### config.mk
export PLATFORM = sky130hd
export DESIGN_NAME = spike_event_fifo
export DESIGN_NICKNAME = d
export VERILOG_FILES = /design/src/rtl/lif_event_pkg.sv /design/src/rtl/event_fifo.sv /design/src/rtl/spike_event_fifo.sv
export SDC_FILE = /design/constraint.sdc
export NUM_CORES = 1
export LEC_CHECK = 0
export BUFFER_PORTS_ARGS = -buffer_cell sky130_fd_sc_hd__buf_4
export CAP_MARGIN = 20
export CELL_PAD_IN_SITES_DETAIL_PLACEMENT = 1
export CELL_PAD_IN_SITES_GLOBAL_PLACEMENT = 2
export CORE_UTILIZATION = 34
export DETAILED_ROUTE_END_ITERATION = 8
export HOLD_SLACK_MARGIN = 0.12
export PLACE_DENSITY_LB_ADDON = 0.1
export RECOVER_POWER = 100
export SLEW_MARGIN = 20
export SYNTH_ARGS = -nofsm -noshare
export SYNTH_HDL_FRONTEND = slang
export SYNTH_SLANG_ARGS = --single-unit
### constraint.sdc
create_clock -name clk -period 10.3 [get_ports clk]
set_clock_uncertainty 0.15 [all_clocks]
set_input_delay 0.515 -clock clk [delete_from_list [all_inputs] [get_ports clk]]
set_output_delay 0.515 -clock clk [all_outputs]
set_load 0.005 [all_outputs]
### src/rtl/lif_event_pkg.sv
// Shared definitions for the LIF spike event capture path.
// The timestamp and membrane-potential width defaults match the neuron core.
// event_t is the packed event word {ts, wrap, v_mem} at the default widths.
// The EV_* offsets let downstream stages unpack a word without this package's struct.
package lif_event_pkg;

    localparam int unsigned TS_W_DEFAULT = 8;
    localparam int unsigned V_W_DEFAULT  = 7;

    typedef struct packed {
        logic [TS_W_DEFAULT-1:0] ts;
        logic                    wrap;
        logic [V_W_DEFAULT-1:0]  v_mem;
    } event_t;

    localparam int unsigned EV_W        = $bits(event_t);
    localparam int unsigned EV_VMEM_LSB = 0;
    localparam int unsigned EV_WRAP_BIT = V_W_DEFAULT;
    localparam int unsigned EV_TS_LSB   = V_W_DEFAULT + 1;

endpackage

### src/rtl/event_fifo.sv
// Generic synchronous first-word-fall-through FIFO.
// The pointers carry one extra MSB so that full and empty can be told apart.
// Ports:
//   clk_i, rst_i  - clock and asynchronous active-high reset
//   clear_i       - synchronous flush; it overrides push and pop
//   push_i        - write data_i; accepted when not full, or when a pop happens in the same cycle
//   pop_i         - drop the head entry; ignored when empty
//   data_o        - head entry, forced to zero when empty
//   empty_o, full_o, count_o - status, derived only from the pointer registers
module event_fifo #(
    parameter int unsigned WIDTH = 16,
    parameter int unsigned DEPTH = 8
) (
    input  logic                       clk_i,
    input  logic                       rst_i,
    input  logic                       clear_i,
    input  logic                       push_i,
    input  logic                       pop_i,
    input  logic [WIDTH-1:0]           data_i,
    output logic [WIDTH-1:0]           data_o,
    output logic                       empty_o,
    output logic                       full_o,
    output logic [$clog2(DEPTH):0]     count_o
);

    localparam int unsigned AW = $clog2(DEPTH);

    logic [WIDTH-1:0] mem_q [DEPTH];
    logic [AW:0]      wr_ptr_q, wr_ptr_d;
    logic [AW:0]      rd_ptr_q, rd_ptr_d;
    logic             wr_en, rd_en;

    assign empty_o = (wr_ptr_q == rd_ptr_q);
    assign full_o  = (wr_ptr_q[AW] != rd_ptr_q[AW]) &&
                     (wr_ptr_q[AW-1:0] == rd_ptr_q[AW-1:0]);
    assign count_o = wr_ptr_q - rd_ptr_q;
    assign data_o  = empty_o ? '0 : mem_q[rd_ptr_q[AW-1:0]];

    // A pop in the same cycle frees a slot, so a full FIFO still takes the push.
    assign rd_en = pop_i && !empty_o && !clear_i;
    assign wr_en = push_i && !clear_i && (!full_o || rd_en);

    always_comb begin
        wr_ptr_d = wr_ptr_q;
        rd_ptr_d = rd_ptr_q;
        if (clear_i) begin
            wr_ptr_d = '0;
            rd_ptr_d = '0;
        end else begin
            if (wr_en) wr_ptr_d = wr_ptr_q + 1'b1;
            if (rd_en) rd_ptr_d = rd_ptr_q + 1'b1;
        end
    end

    always_ff @(posedge clk_i or posedge rst_i) begin
        if (rst_i) begin
            wr_ptr_q <= '0;
            rd_ptr_q <= '0;
        end else begin
            wr_ptr_q <= wr_ptr_d;
            rd_ptr_q <= rd_ptr_d;
        end
    end

    // The storage needs no reset; the pointers define which entries are valid.
    always_ff @(posedge clk_i) begin
        if (wr_en) mem_q[wr_ptr_q[AW-1:0]] <= data_i;
    end

endmodule

### src/rtl/spike_event_fifo.sv
// Spike capture stage that follows the LIF neuron core.
// It turns rising edges of spike_in into events {ts, wrap, v_mem}.
// The events are buffered in a FWFT FIFO and drained over a valid/ready stream.
// Spikes that arrive while the FIFO is full are counted in drop_count, which saturates.
// Ports:
//   clk, reset          - clock and asynchronous active-high reset
//   enable              - gates timestamp counting and spike capture
//   clear               - synchronous flush of the FIFO, ts, wrap flag and drop_count
//   spike_in, v_mem_in  - outputs of the neuron core
//   ev_valid, ev_ready, ev_data - event stream; ev_data is zero when no event is held
//   ev_count, full, drop_count  - status outputs, all taken from registers
module spike_event_fifo
    import lif_event_pkg::*;
#(
    parameter int unsigned TS_W  = TS_W_DEFAULT,
    parameter int unsigned DEPTH = 8,
    parameter int unsigned V_W   = V_W_DEFAULT
) (
    input  logic                      clk,
    input  logic                      reset,
    input  logic                      enable,
    input  logic                      clear,
    input  logic                      spike_in,
    input  logic [V_W-1:0]            v_mem_in,
    output logic                      ev_valid,
    input  logic                      ev_ready,
    output logic [TS_W+V_W:0]         ev_data,
    output logic [$clog2(DEPTH):0]    ev_count,
    output logic                      full,
    output logic [7:0]                drop_count
);

    logic [TS_W-1:0]   ts_q, ts_d;
    logic              wrap_q, wrap_d;
    logic              spike_prev_q, spike_prev_d;
    logic [7:0]        drop_q, drop_d;
    logic              fifo_empty, fifo_full;
    logic              spike_evt, pop, push_ok, drop, ts_wrap;
    logic [TS_W+V_W:0] ev_word;

    assign spike_evt = enable && spike_in && !spike_prev_q && !clear;
    assign pop       = !fifo_empty && ev_ready;
    assign push_ok   = spike_evt && (!fifo_full || pop);
    assign drop      = spike_evt && fifo_full && !pop;
    assign ts_wrap   = enable && (ts_q == '1);
    // The event word carries the wrap flag's value from before this cycle.
    assign ev_word   = {ts_q, wrap_q, v_mem_in};

    always_comb begin
        ts_d         = ts_q;
        wrap_d       = wrap_q;
        spike_prev_d = spike_prev_q;
        drop_d       = drop_q;
        if (clear) begin
            ts_d         = '0;
            wrap_d       = 1'b0;
            drop_d       = '0;
            // Load the current level so that a spike already high does not fire after the flush.
            spike_prev_d = spike_in;
        end else begin
            if (enable) begin
                ts_d         = ts_q + 1'b1;
                spike_prev_d = spike_in;
            end
            // A wrap in the capture cycle leaves the flag set for the next event.
            if (ts_wrap) begin
                wrap_d = 1'b1;
            end else if (push_ok) begin
                wrap_d = 1'b0;
            end
            if (drop && (drop_q != 8'hFF)) drop_d = drop_q + 8'd1;
        end
    end

    always_ff @(posedge clk or posedge reset) begin
        if (reset) begin
            ts_q         <= '0;
            wrap_q       <= 1'b0;
            spike_prev_q <= 1'b0;
            drop_q       <= '0;
        end else begin
            ts_q         <= ts_d;
            wrap_q       <= wrap_d;
            spike_prev_q <= spike_prev_d;
            drop_q       <= drop_d;
        end
    end

    event_fifo #(
        .WIDTH (TS_W + V_W + 1),
        .DEPTH (DEPTH)
    ) u_fifo (
        .clk_i   (clk),
        .rst_i   (reset),
        .clear_i (clear),
        .push_i  (spike_evt),
        .pop_i   (ev_ready),
        .data_i  (ev_word),
        .data_o  (ev_data),
        .empty_o (fifo_empty),
        .full_o  (fifo_full),
        .count_o (ev_count)
    );

    assign ev_valid   = !fifo_empty;
    assign full       = fifo_full;
    assign drop_count = drop_q;

endmodule

After elaboration in Yosys (flattened, before gate mapping)
Memory sizes are Yosys's and may differ from the RTL's.
Cells that the tools add are included.
{"block": "op_classes", "addsub": 5, "mul": 0, "n_div": 0, "order_cmp": 0, "eq_ne": 5, "shift": 0, "mux": 16, "bitwise_logic": 0, "n_reduce_logical": 25}
{"op": "$mux 8", "count": 4}
{"op": "$add 8x1->8 const B", "count": 2}
{"op": "$mux 16", "count": 1}
{"op": "$mux 4", "count": 4}
{"op": "$logic_and 1x1->1", "count": 13}
{"op": "$add 4x1->4 const B", "count": 2}
{"op": "$eq 8x8->1 const B", "count": 1}
{"op": "$ne 8x8->1 const B", "count": 1}
{"op": "$reduce_bool 2->1", "count": 4}
{"op": "$mux 1", "count": 7}
{"op": "$logic_not 1->1", "count": 5}
{"op": "$eq 4x4->1", "count": 1}
{"op": "$sub 4x4->4", "count": 1}
{"op": "$eq 3x3->1", "count": 1}
{"op": "$reduce_bool 3->1", "count": 1}
{"op": "$logic_or 1x1->1", "count": 2}
{"op": "$ne 1x1->1", "count": 1}
{"block": "word_totals", "ff_bits": 26, "latch_bits": 0, "mem_bits_rw": 128, "romBits": 0, "out_inout_bits": 30, "mem_count": 1}
{"name": "u_fifo.mem_q", "depth": 8, "word_bits": 16, "rd": 1, "rd_ports_with_merged_regs": 0, "wr": 1, "line": "event_fifo.sv:28", "text": "logic [WIDTH-1:0] mem_q [DEPTH];"}

Logic depth before layout (Yosys ltp)
Gate-level depths: netlist (run 1).
{"block": "depth", "ltp_word": 8, "mapped_depth": 9}

Hierarchy
A second synthesis (run 1) with hierarchy kept.
{"block": "hier_totals", "hier_cells": 391, "area_unflattened_um2": 6470.0}
{"mod": "event_fifo", "instances": 1, "cells_each": 295, "area_per_inst_um2": 5524.0, "seq_area_each_um2": 4043.9}
{"mod": "spike_event_fifo", "instances": 1, "cells_each": 96, "area_per_inst_um2": 945.9, "seq_area_each_um2": 450.4}

Worst setup path before layout (run 1)
Ideal clock, no wire load.
{"block": "synth_path", "kind": "reg2reg", "start": "register u_fifo.rd_ptr_q[2]", "end": "memory u_fifo.mem_q[1][0] (enable)", "setup_ns": 0.409, "arrival_ns": 3.170, "required_ns": 9.741, "path_slack_ns": 6.571, "path_stages_with_launch": 9, "n_path_buf": 2, "cell_sequence": "dfrtp_1 -> clkbuf_1 -> clkinv_1 -> clkbuf_1 -> ha_1 -> nand3_1 -> o31ai_1 -> or2_2 -> nor3_1"}
{"block": "synth_between", "elab_chain_len": 8, "elab_cells_between_ends": 11}
{"element": "start, declared", "line": "event_fifo.sv:30", "text": "logic [AW:0] rd_ptr_q, rd_ptr_d;"}
{"element": "start signal, assigned", "line": "event_fifo.sv:61", "text": "rd_ptr_q <= rd_ptr_d;"}
{"element": "$eq 4x4->1", "line": "event_fifo.sv:33", "text": "assign empty_o = (wr_ptr_q == rd_ptr_q);"}
{"element": "$logic_not 1->1", "line": "event_fifo.sv:40", "text": "assign rd_en = pop_i && !empty_o && !clear_i;"}
{"element": "$logic_and 1x1->1 (2 in series)", "line": "event_fifo.sv:40"}
{"element": "$logic_or 1x1->1 (*)", "line": "event_fifo.sv:41", "text": "assign wr_en = push_i && !clear_i && (!full_o || rd_en);"}
{"element": "$logic_and 1x1->1 (*)", "line": "event_fifo.sv:41"}
{"element": "$mux 1 (*)", "line": "event_fifo.sv:67", "text": "if (wr_en) mem_q[wr_ptr_q[AW-1:0]] <= data_i;"}
{"element": "$mux 1 (implied by the code) (*)", "line": "event_fifo.sv:67"}
{"element": "end, declared", "line": "event_fifo.sv:28"}
Every way passes the cells marked *; elsewhere a longest branch is shown, timed or not.

Worst setup path in the final report (run 1)
{"block": "layout_path", "start": "register u_fifo.rd_ptr_q[2]", "end": "output ev_data[14]"}
{"block": "layout_between", "elab_chain_len": 2, "elab_cells_between_ends": 3}
{"element": "$mem_v2 8x16 or $eq 4x4->1 (tied branches)"}
{"element": "$mux 16 (*)", "line": "event_fifo.sv:37", "text": "assign data_o = empty_o ? '0 : mem_q[rd_ptr_q[AW-1:0]];"}
{"element": "end, declared", "line": "spike_event_fifo.sv:27", "text": "output logic [TS_W+V_W:0] ev_data,"}
Marks and branches as above.

==> impl_metrics.tcl, run 1 <==
set metrics [dict create \
    drc 8 \
    cp-start-kind "register" \
    syn_inst 381 \
    crit_buf_inv 3 \
    fp.dieH_um 138 \
    min_period_over_period 0.443 \
    path_class "reg2out" \
    synth_top_area_cell "edfxtp_1" \
    synth_top_area_share 0.609 \
    grt_start_max_net_pins 37 \
    synth_flop_cell "edfxtp_1" \
    synth_enable_flop_cells 128 \
    crit_fanout 18 \
    wl_um 14200 \
    ys_warn_count 0 \
    layout_setup_ws_ns 5.73 \
    antenna_found_initial 0 \
    cts-root-buf "clkbuf_16" \
    drv_cap 1 \
    area_growth_syn_to_layout_pct 18.1 \
    path_clk_slew_ns 0.06 \
    worst-r2r-setup-slack_ns 6.11 \
    fin_setup_tns_ns 0 \
    place_ws_ns 6.46 \
    avgSynthCellArea_um2 16.6 \
    first_global_vias 3687 \
    fin_area_um2 7450 \
    synth.most_common_cell "edfxtp_1" \
    max_freq_mhz 219 \
    rsz0062_at_grt "false" \
    worstHoldPathType "in2reg" \
    r2r.worst_path.cells 7 \
    min_path_cells 2 \
    worstPathArrival_ns 3.90 \
    r2r-end "u_fifo.mem_q[1][6]$_DFFE_PP_" \
    vias 3449 \
    synth_area_leaders "edfxtp_1 61%, mux4_2 11%, dfrtp_1 10%" \
    htreeDepth 4 \
    via_per_inst 5.07 \
    drv_slew 37 \
    dp_hpwl_um 9380 \
    critPathCaptureType "primary output" \
    setup_viol 0 \
    crit_required_ns 9.64 \
    clockBufferDepth 2 \
    die_w_um 138 \
    async_reset_ff_frac 0.169 \
    status "finished with violations" \
    overflow 0 \
    fillers 1801 \
    violations "design-rule violations, max-capacitance violations, max-slew violations" \
    dieArea_um2 19100 \
    grt_pass1_wl_um 22000 \
    yosys-top-cells-count "128 x edfxtp_1, 42 x nand2_1, 32 x mux4_2" \
    finalHoldViolations 0 \
    drt_iter0_drc 170 \
    drive_gt1_frac 0.226 \
    wire_per_inst_um 20.9 \
    cts_tree "done" \
    antenna_cells 0 \
    rows 49 \
    leakagePower_uw 0.00262 \
    crit_family "buffers and inverters" \
    relSlewSlack -0.559 \
    synth_seq_cells 154 \
    ir_drop_v 0.000116 \
    io_pins 43 \
    fin_crit_ns 4.57 \
    r2r_start "u_fifo.rd_ptr_q[2]$_DFFE_PP0P_" \
    clock-sinks 154 \
    min_to "spike_prev_q$_DFFE_PP0P_" \
    start_util 0.349 \
    core_area_um2 18100 \
    path_cells "clkinv_1 > ha_1 > nand3_1 > nor2_1 > clkbuf_1 > a21oi_1 > buf_4" \
    netlist_area_um2 6310 \
    first_pass_iters 6 \
    ys_types 35 \
    final_nets 459 \
    clock_latency_ns 0.42 \
    cp_slowest_cell "dfrtp_1" \
    yosysSeqAreaShare 0.712 \
    worstMarginPinSlew_ns 2.34 \
    gp_congestion 0.726 \
    cts_buffers 17 \
    postRouteAntennaNets 0 \
    grt_use_total 0.158 \
    syn_nets 402 \
    port_buffers 42 \
    worstHoldStart "spike_in" \
    max_stage_delay_ns 0.73 \
    powerDensity_nw_per_um2 188 \
    post_dp_cell_area_um2 6940 \
]
state kept, by name (all words and copies together) (netlist names):
name,flops
drop_count,8
wrap_q,1
ts_q,8
u_fifo.wr_ptr_q,4
spike_prev_q,1
u_fifo.mem_q,128
u_fifo.rd_ptr_q,4
timing repair:
action                    in CTS  in global routing
gates resized for setup        0                  0
buffers inserted               0                  0
hold endpoints to repair      26                  0
hold buffers                   1                  0
worst max-delay path by stage:
stage | start | endpoint | slack [ns] | cells after the start
after floorplan | u_fifo.rd_ptr_q[2]$_DFFE_PP0P_ | u_fifo.mem_q[1][0]$_DFFE_PP_ | 6.57 | 8
after global placement | u_fifo.rd_ptr_q[2]$_DFFE_PP0P_ | u_fifo.mem_q[4][6]$_DFFE_PP_ | 6.60 | 7
after detailed placement | u_fifo.rd_ptr_q[2]$_DFFE_PP0P_ | u_fifo.mem_q[4][6]$_DFFE_PP_ | 6.46 | 7
after CTS | u_fifo.rd_ptr_q[2]$_DFFE_PP0P_ | ev_data[6] | 6.16 | 7
after global routing | u_fifo.rd_ptr_q[2]$_DFFE_PP0P_ | ev_data[14] | 5.32 | 7
final | u_fifo.rd_ptr_q[2]$_DFFE_PP0P_ | ev_data[14] | 5.73 | 7
cell type report:
class	count	area (um^2)	area share
repair buffers	54	337	0.0451
flip-flops and latches	154	4500	0.603
clock buffers	17	425	0.0571
multi-input cells	198	1700	0.228
well taps	229	287	0.0384
clock inverters	15	164	0.0220
inverters	13	48.8	0.00655
power by group:
part / switching (uW) / leakage, uW / internal (uW) / total (uW)
registers: 4.66 / 0.00162 / 676 / 681
logic: 55.6 / 0.000727 / 46.0 / 102
clock network: 256 / 0.000281 / 362 / 618
routing by layer:
metal	track usage	vias to the layer above	routed length (um)
met3	0.0305	19	312
met2	0.285	48	7640
met4	0.0686	0	267
met1	0.184	1798	5980
met5	0	-	0
li1	-	1584	-
worst reg2reg max path: cells and delay by family (launching register included):
kind / cells / cell delay [ns]
adders and majority gates: 1 / 0.55
DFF: 1 / 0.73
buffers and inverters: 2 / 1.47
and+or+nand+nor: 3 / 0.72
AOI/OAI and AO/OA: 1 / 0.18
stage by stage:
step	utilization	cells	total power [uW]	hold WS, ns
floorplan	-	381	755	0.321
global placement	0.384	647	802	0.336
detailed placement	0.384	647	803	0.350
CTS	0.417	680	1420	0.170
global route	0.412	680	1450	0.180
finish	0.412	680	1400	0.184
cells in the final DEF, fill, tap and decap left out, drive strengths merged, types with 8 or more instances in the layout:
cell    instances
mux4           32
edfxtp        128
a21oi          22
dfrtp          26
clkbuf         63
inv            19
nand2          42
nor2           27
xnor2           8
cell families after synthesis:
| logic type | count (synthesis) | share of synthesized area |
|---|---|---|
| simple gates | 97 | 0.0693 |
| xor+xnor | 15 | 0.0208 |
| flops | 154 | 0.712 |
| compound gates | 40 | 0.0386 |
| buf+inv | 29 | 0.0184 |
| mux | 38 | 0.124 |
| fa+ha+maj | 8 | 0.0170 |
No activity file was read; power rests on OpenSTA's default activity.
==> inputs of run 2 (changes only) <==
==> constraint.sdc (replaced) <==
create_clock -name clk -period 3.9 [get_ports clk]
set_clock_uncertainty 0.15 [all_clocks]
set_input_delay 0.195 -clock clk [delete_from_list [all_inputs] [get_ports clk]]
set_output_delay 0.195 -clock clk [all_outputs]
set_load 0.005 [all_outputs]
==> run 2 against run 1 <==
Against the previous run:
- the flow finishes with violations (design-rule violations)
- power grew to 2.6 times the previous value
- hold slack better by 0.18 ns
- count of clock-buffer cells in the layout is the same
- global-route usage rose by 0.76 points
- register-to-register slack lost 5.1 ns
- via count grew 3.0%
- core utilization grew 0.73 points
- clock power increased by 150%
- first-iteration DRC count up 14%
- die area did not move
- cell count increased by 2.2%
- sequential power rose to 2.6 times the previous value
- critical path type unchanged
==> impl_metrics.tcl, run 2 (same netlist as run 1, synthesis figures left out) <==
set metrics [dict create \
    cts_buffers 17 \
    crit_buf_inv 2 \
    grt_pass1_wl_um 23100 \
    drc 11 \
    violations "design-rule violations" \
    min_period_over_period 0.825 \
    die_w_um 138 \
    first_global_vias 3819 \
    multi_input_area_um2 1700 \
    status "finished with violations" \
    cp-start-kind "register" \
    clock_latency_ns 0.41 \
    fin_setup_tns_ns 0 \
    rsz0062_at_grt "false" \
    path_class "reg2out" \
    grt_start_max_net_pins 37 \
    critPathCaptureType "primary output" \
    antenna_cells 0 \
    drive_gt1_frac 0.240 \
    worstHoldPathType "reg2reg" \
    largest_reg_flops 128 \
    finalHoldViolations 0 \
    htreeDepth 4 \
    path_clk_slew_ns 0.06 \
    wire_per_inst_um 21.0 \
    max_freq_mhz 311 \
    setup_viol 0 \
    clockBufferDepth 2 \
    leakagePower_uw 0.00272 \
    fin_crit_ns 3.22 \
    powerDensity_nw_per_um2 476 \
    start_util 0.349 \
    fp.dieH_um 138 \
    dp_hpwl_um 8990 \
    area_growth_syn_to_layout_pct 20.1 \
    max_stage_delay_ns 1.08 \
    final_cell_mix "128 x edfxtp_1, 42 x nand2_1, 32 x mux4_2" \
    antenna_found_initial 0 \
    rows 49 \
    via_per_inst 5.11 \
    dieArea_um2 19100 \
    crit_family "buffers and inverters" \
    cts_tree "done" \
    drv_cap 0 \
    fillers 1778 \
    first_pass_iters 6 \
    final_common_cell "edfxtp_1" \
    wl_um 14600 \
    final_nets 474 \
    gp_congestion 0.693 \
    path_cells "clkbuf_2 > mux4_2 > nand2_1 > a21oi_1 > clkbuf_4" \
    crit_required_ns 3.56 \
    postRouteAntennaNets 0 \
    cp_slowest_cell "clkbuf_2" \
    fin_util 0.419 \
    clock-sinks 154 \
    drv_slew 0 \
    vias 3553 \
    ir_drop_v 0.000312 \
    crit_fanout 35 \
    io_pins 43 \
    grt_use_total 0.166 \
    port_buffers 42 \
    drt_iter0_drc 193 \
    overflow 0 \
    worstMarginPinSlew_ns 1.48 \
    relSlewSlack 0.0137 \
    core_area_um2 18100 \
    worstPathArrival_ns 2.87 \
    cts-root-buf "clkbuf_16" \
    seq_area_um2 4500 \
]
run 2: timing repair:
action | CTS | global route
setup buffers | 0 | 0
hold buffers | 14 | 0
resized for setup | 0 | 0
endpoints found under the hold margin | 104 | 0
run 2: area by class of cell:
type / count / area share
Inverter: 13 / 0.00643
Sequential cell: 154 / 0.593
Timing Repair Buffer: 69 / 0.0670
Tap cell: 229 / 0.0378
Multi-Input combinational cell: 198 / 0.224
Clock inverter: 15 / 0.0163
Clock buffer: 17 / 0.0561
run 2: worst paths after layout:
path | start | endpoint | slack [ns] | depth (start not counted)
max in group asynchronous | reset | u_fifo.rd_ptr_q[0]$_DFFE_PP0P_ | 2.39 | 3
worst min register to register | drop_count[5]$_DFFE_PP0P_ | drop_count[5]$_DFFE_PP0P_ | 0.36 | 1
worst min-delay path | drop_count[5]$_DFFE_PP0P_ | drop_count[5]$_DFFE_PP0P_ | 0.36 | 1
worst max-delay path | u_fifo.rd_ptr_q[0]$_DFFE_PP0P_ | ev_data[14] | 0.68 | 5
min in group asynchronous | reset | ts_q[1]$_DFFE_PP0P_ | 0.47 | 3
worst max register to register | u_fifo.wr_ptr_q[2]$_DFFE_PP0P_ | u_fifo.mem_q[0][0]$_DFFE_PP_ | 0.99 | 6
run 2: report_power, final:
part           internal [uW]  leakage (uW)  switching [uW]
registers               1790       0.00162            10.4
logic                    133      0.000835             147
clock network            875      0.000266             662
total                   2790       0.00272             820
run 2: per-stage QoR:
step / cells / total power [uW] / instance area [um^2] / hold slack, ns / setup WS [ns]
2_1_floorplan: 381 / 1990 / 6310 / 0.0850 / 0.171
3_3_place_gp: 649 / 2110 / 6960 / 0.291 / 1.12
3_5_place_dp: 649 / 2120 / 6960 / 0.170 / 1.00
4_1_cts: 695 / 3660 / 7650 / 0.270 / 0.990
5_1_grt: 695 / 3750 / 7590 / 0.422 / 0.428
6_report: 695 / 3610 / 7590 / 0.364 / 0.684
run 2: worst reg2reg max path, cell delays in order, from the launching register on:
cell	delay, ns
dfrtp_1	0.46
ha_1	0.38
nand3_1	0.23
o31ai_1	0.58
nand2b_1	0.28
nor3_1	0.07
clkbuf_2	0.38
run 2: per-layer routing:
metal / global-route usage / routed length [um]
met2: 0.269 / 7240
met5: 0 / 0
met3: 0.0384 / 341
met1: 0.223 / 6850
met4: 0.0497 / 125
==> inputs of run 3 (changes only) <==
==> constraint.sdc (replaced) <==
create_clock -name clk -period 2.7 [get_ports clk]
set_clock_uncertainty 0.15 [all_clocks]
set_input_delay 0.135 -clock clk [delete_from_list [all_inputs] [get_ports clk]]
set_output_delay 0.135 -clock clk [all_outputs]
set_load 0.005 [all_outputs]
==> run 3 against run 2 <==
Against the previous run:
- the run ends with design-rule violations, max-capacitance violations, max-slew violations left
- via count fell by 1.3%
- sequential power increased by 44%
- largest cell class unchanged
- hold slack got worse by 0.0033 ns
- critical path type is now reg2reg
==> impl_metrics.tcl, run 3 (same netlist as run 1, synthesis figures left out) <==
set metrics [dict create \
    cts_tree "done" \
    vias 3506 \
    gp_congestion 0.698 \
    place_ws_ns -0.0626 \
    first_pass_iters 6 \
    crit_required_ns 2.60 \
    setup_viol 0 \
    largest_reg_flops 128 \
    worstHoldPathType "reg2reg" \
    worst-r2r-setup-slack_ns 0.19 \
    startpoint "u_fifo.wr_ptr_q[0]$_DFFE_PP0P_" \
    start_util 0.349 \
    rows 49 \
    clock-sinks 154 \
    final_common_cell "edfxtp_1" \
    combPwrFrac 0.077 \
    leakagePower_uw 0.00274 \
    fin_setup_tns_ns 0 \
    clkPwrFrac 0.431 \
    core_area_um2 18100 \
    cts-root-buf "clkbuf_16" \
    worstHoldStart "drop_count[5]$_DFFE_PP0P_" \
    p_int_uw 4130 \
    seqPwrFrac 0.492 \
    wl_um 14000 \
    worst_hold_slack_ns 0.361 \
    cp-start-kind "register" \
    dieArea_um2 19100 \
    fin_area_um2 7700 \
    overflow 0 \
    final_cell_mix "128 x edfxtp_1, 42 x nand2_1, 32 x mux4_2" \
    path_clk_slew_ns 0.06 \
    antenna_cells 0 \
    crit_path_end "u_fifo.mem_q[3][14]$_DFFE_PP_" \
    layout_setup_ws_ns 0.190 \
    finalHoldViolations 0 \
    via_per_inst 4.99 \
    rsz0062_at_grt "false" \
    first_global_vias 3906 \
    post_dp_cell_area_um2 7090 \
    r2r-end "u_fifo.mem_q[3][14]$_DFFE_PP_" \
    area_growth_syn_to_layout_pct 22.0 \
    grt_pass1_wl_um 22100 \
    worstMarginPinSlew_ns 1.54 \
    crit_fanout 16 \
    clock_latency_ns 0.42 \
    htreeDepth 4 \
    drv_slew 27 \
    drt_iter0_drc 117 \
    relSlewSlack -0.0246 \
    final_nets 483 \
    min_period_over_period 0.930 \
    grt_use_total 0.157 \
    postRouteAntennaNets 0 \
    die_w_um 138 \
    io_pins 43 \
    antenna_found_initial 0 \
    clockBufferDepth 2 \
    cts_buffers 17 \
    port_buffers 42 \
    path_class "reg2reg" \
    critPathCaptureType "register" \
    ir_drop_v 0.000453 \
    fillers 1803 \
    violations "design-rule violations, max-capacitance violations, max-slew violations" \
    fp.dieH_um 138 \
    switching_share 0.217 \
    switchingPower_uw 1140 \
    powerDensity_nw_per_um2 684 \
    max_freq_mhz 398 \
    dp_hpwl_um 8560 \
    worstPathArrival_ns 2.41 \
    status "finished with violations" \
    fin_crit_ns 2.51 \
    r2r_start "u_fifo.wr_ptr_q[0]$_DFFE_PP0P_" \
    drc 6 \
    drive_gt1_frac 0.254 \
    power_uw 5270 \
    wire_per_inst_um 20.0 \
    r2r.worst_path.cells 8 \
    drv_cap 1 \
    grt_start_max_net_pins 37 \
]
[run 3: critical path, cell delays in order, from the launching register on]
cell,delay [ns]
dfrtp_1,0.38
inv_1,0.07
ha_1,0.30
nand3_1,0.11
o31ai_1,0.32
clkbuf_1,0.22
or2_4,0.17
nor2_1,0.05
clkbuf_2,0.38
[run 3: final cells by class]
cell class / instances / area, um^2 / area share
well taps: 229 / 287 / 0.0372
inverters: 13 / 50.0 / 0.00650
clock inverters: 12 / 126 / 0.0164
clock buffers: 18 / 429 / 0.0557
repair buffers: 78 / 569 / 0.0739
flip-flops and latches: 154 / 4500 / 0.584
multi-input cells: 198 / 1750 / 0.227
[run 3: repair_timing]
action,CTS,global route
pin swaps,0,1
buffers inserted,0,1
gates resized for setup,1,3
endpoints found under the hold margin,104,0
setup endpoints to repair,16,51
hold buffers,15,0
[run 3: power by group through the flow]
stage / clock, uW / combinational (uW) / sequential (uW)
after floorplan: 0 / 244 / 2640
after global placement: 0 / 418 / 2640
after detailed placement: 0 / 421 / 2640
after CTS: 2320 / 440 / 2590
after global routing: 2400 / 453 / 2600
final: 2270 / 406 / 2590
[run 3: worst min-delay path by stage]
| stage | endpoint | slack [ns] | cells past startpoint |
|---|---|---|---|
| 3_3_place_gp | u_fifo.rd_ptr_q[1]$_DFFE_PP0P_ | 0.08 | 3 |
| 6_report | drop_count[5]$_DFFE_PP0P_ | 0.36 | 1 |
| 2_1_floorplan | drop_count[0]$_DFFE_PP0P_ | 0.03 | 1 |
| 5_1_grt | drop_count[5]$_DFFE_PP0P_ | 0.41 | 1 |
| 3_5_place_dp | u_fifo.rd_ptr_q[1]$_DFFE_PP0P_ | 0.09 | 3 |
| 4_1_cts | drop_count[7]$_DFFE_PP0P_ | 0.19 | 4 |
[run 3: per-layer routing]
metal  vias up  track usage  share of wire
li1       1629            -              -
met1      1819        0.192           0.45
met2        47        0.275           0.51
met3        11       0.0371          0.023
met4         0       0.0479         0.0099
met5         -            0              0
[run 3: through the flow]
stage                util  instances
detailed placement  0.392        656
global placement    0.392        656
floorplan               -        381
finish              0.426        702
global route        0.426        702
CTS                 0.431        701
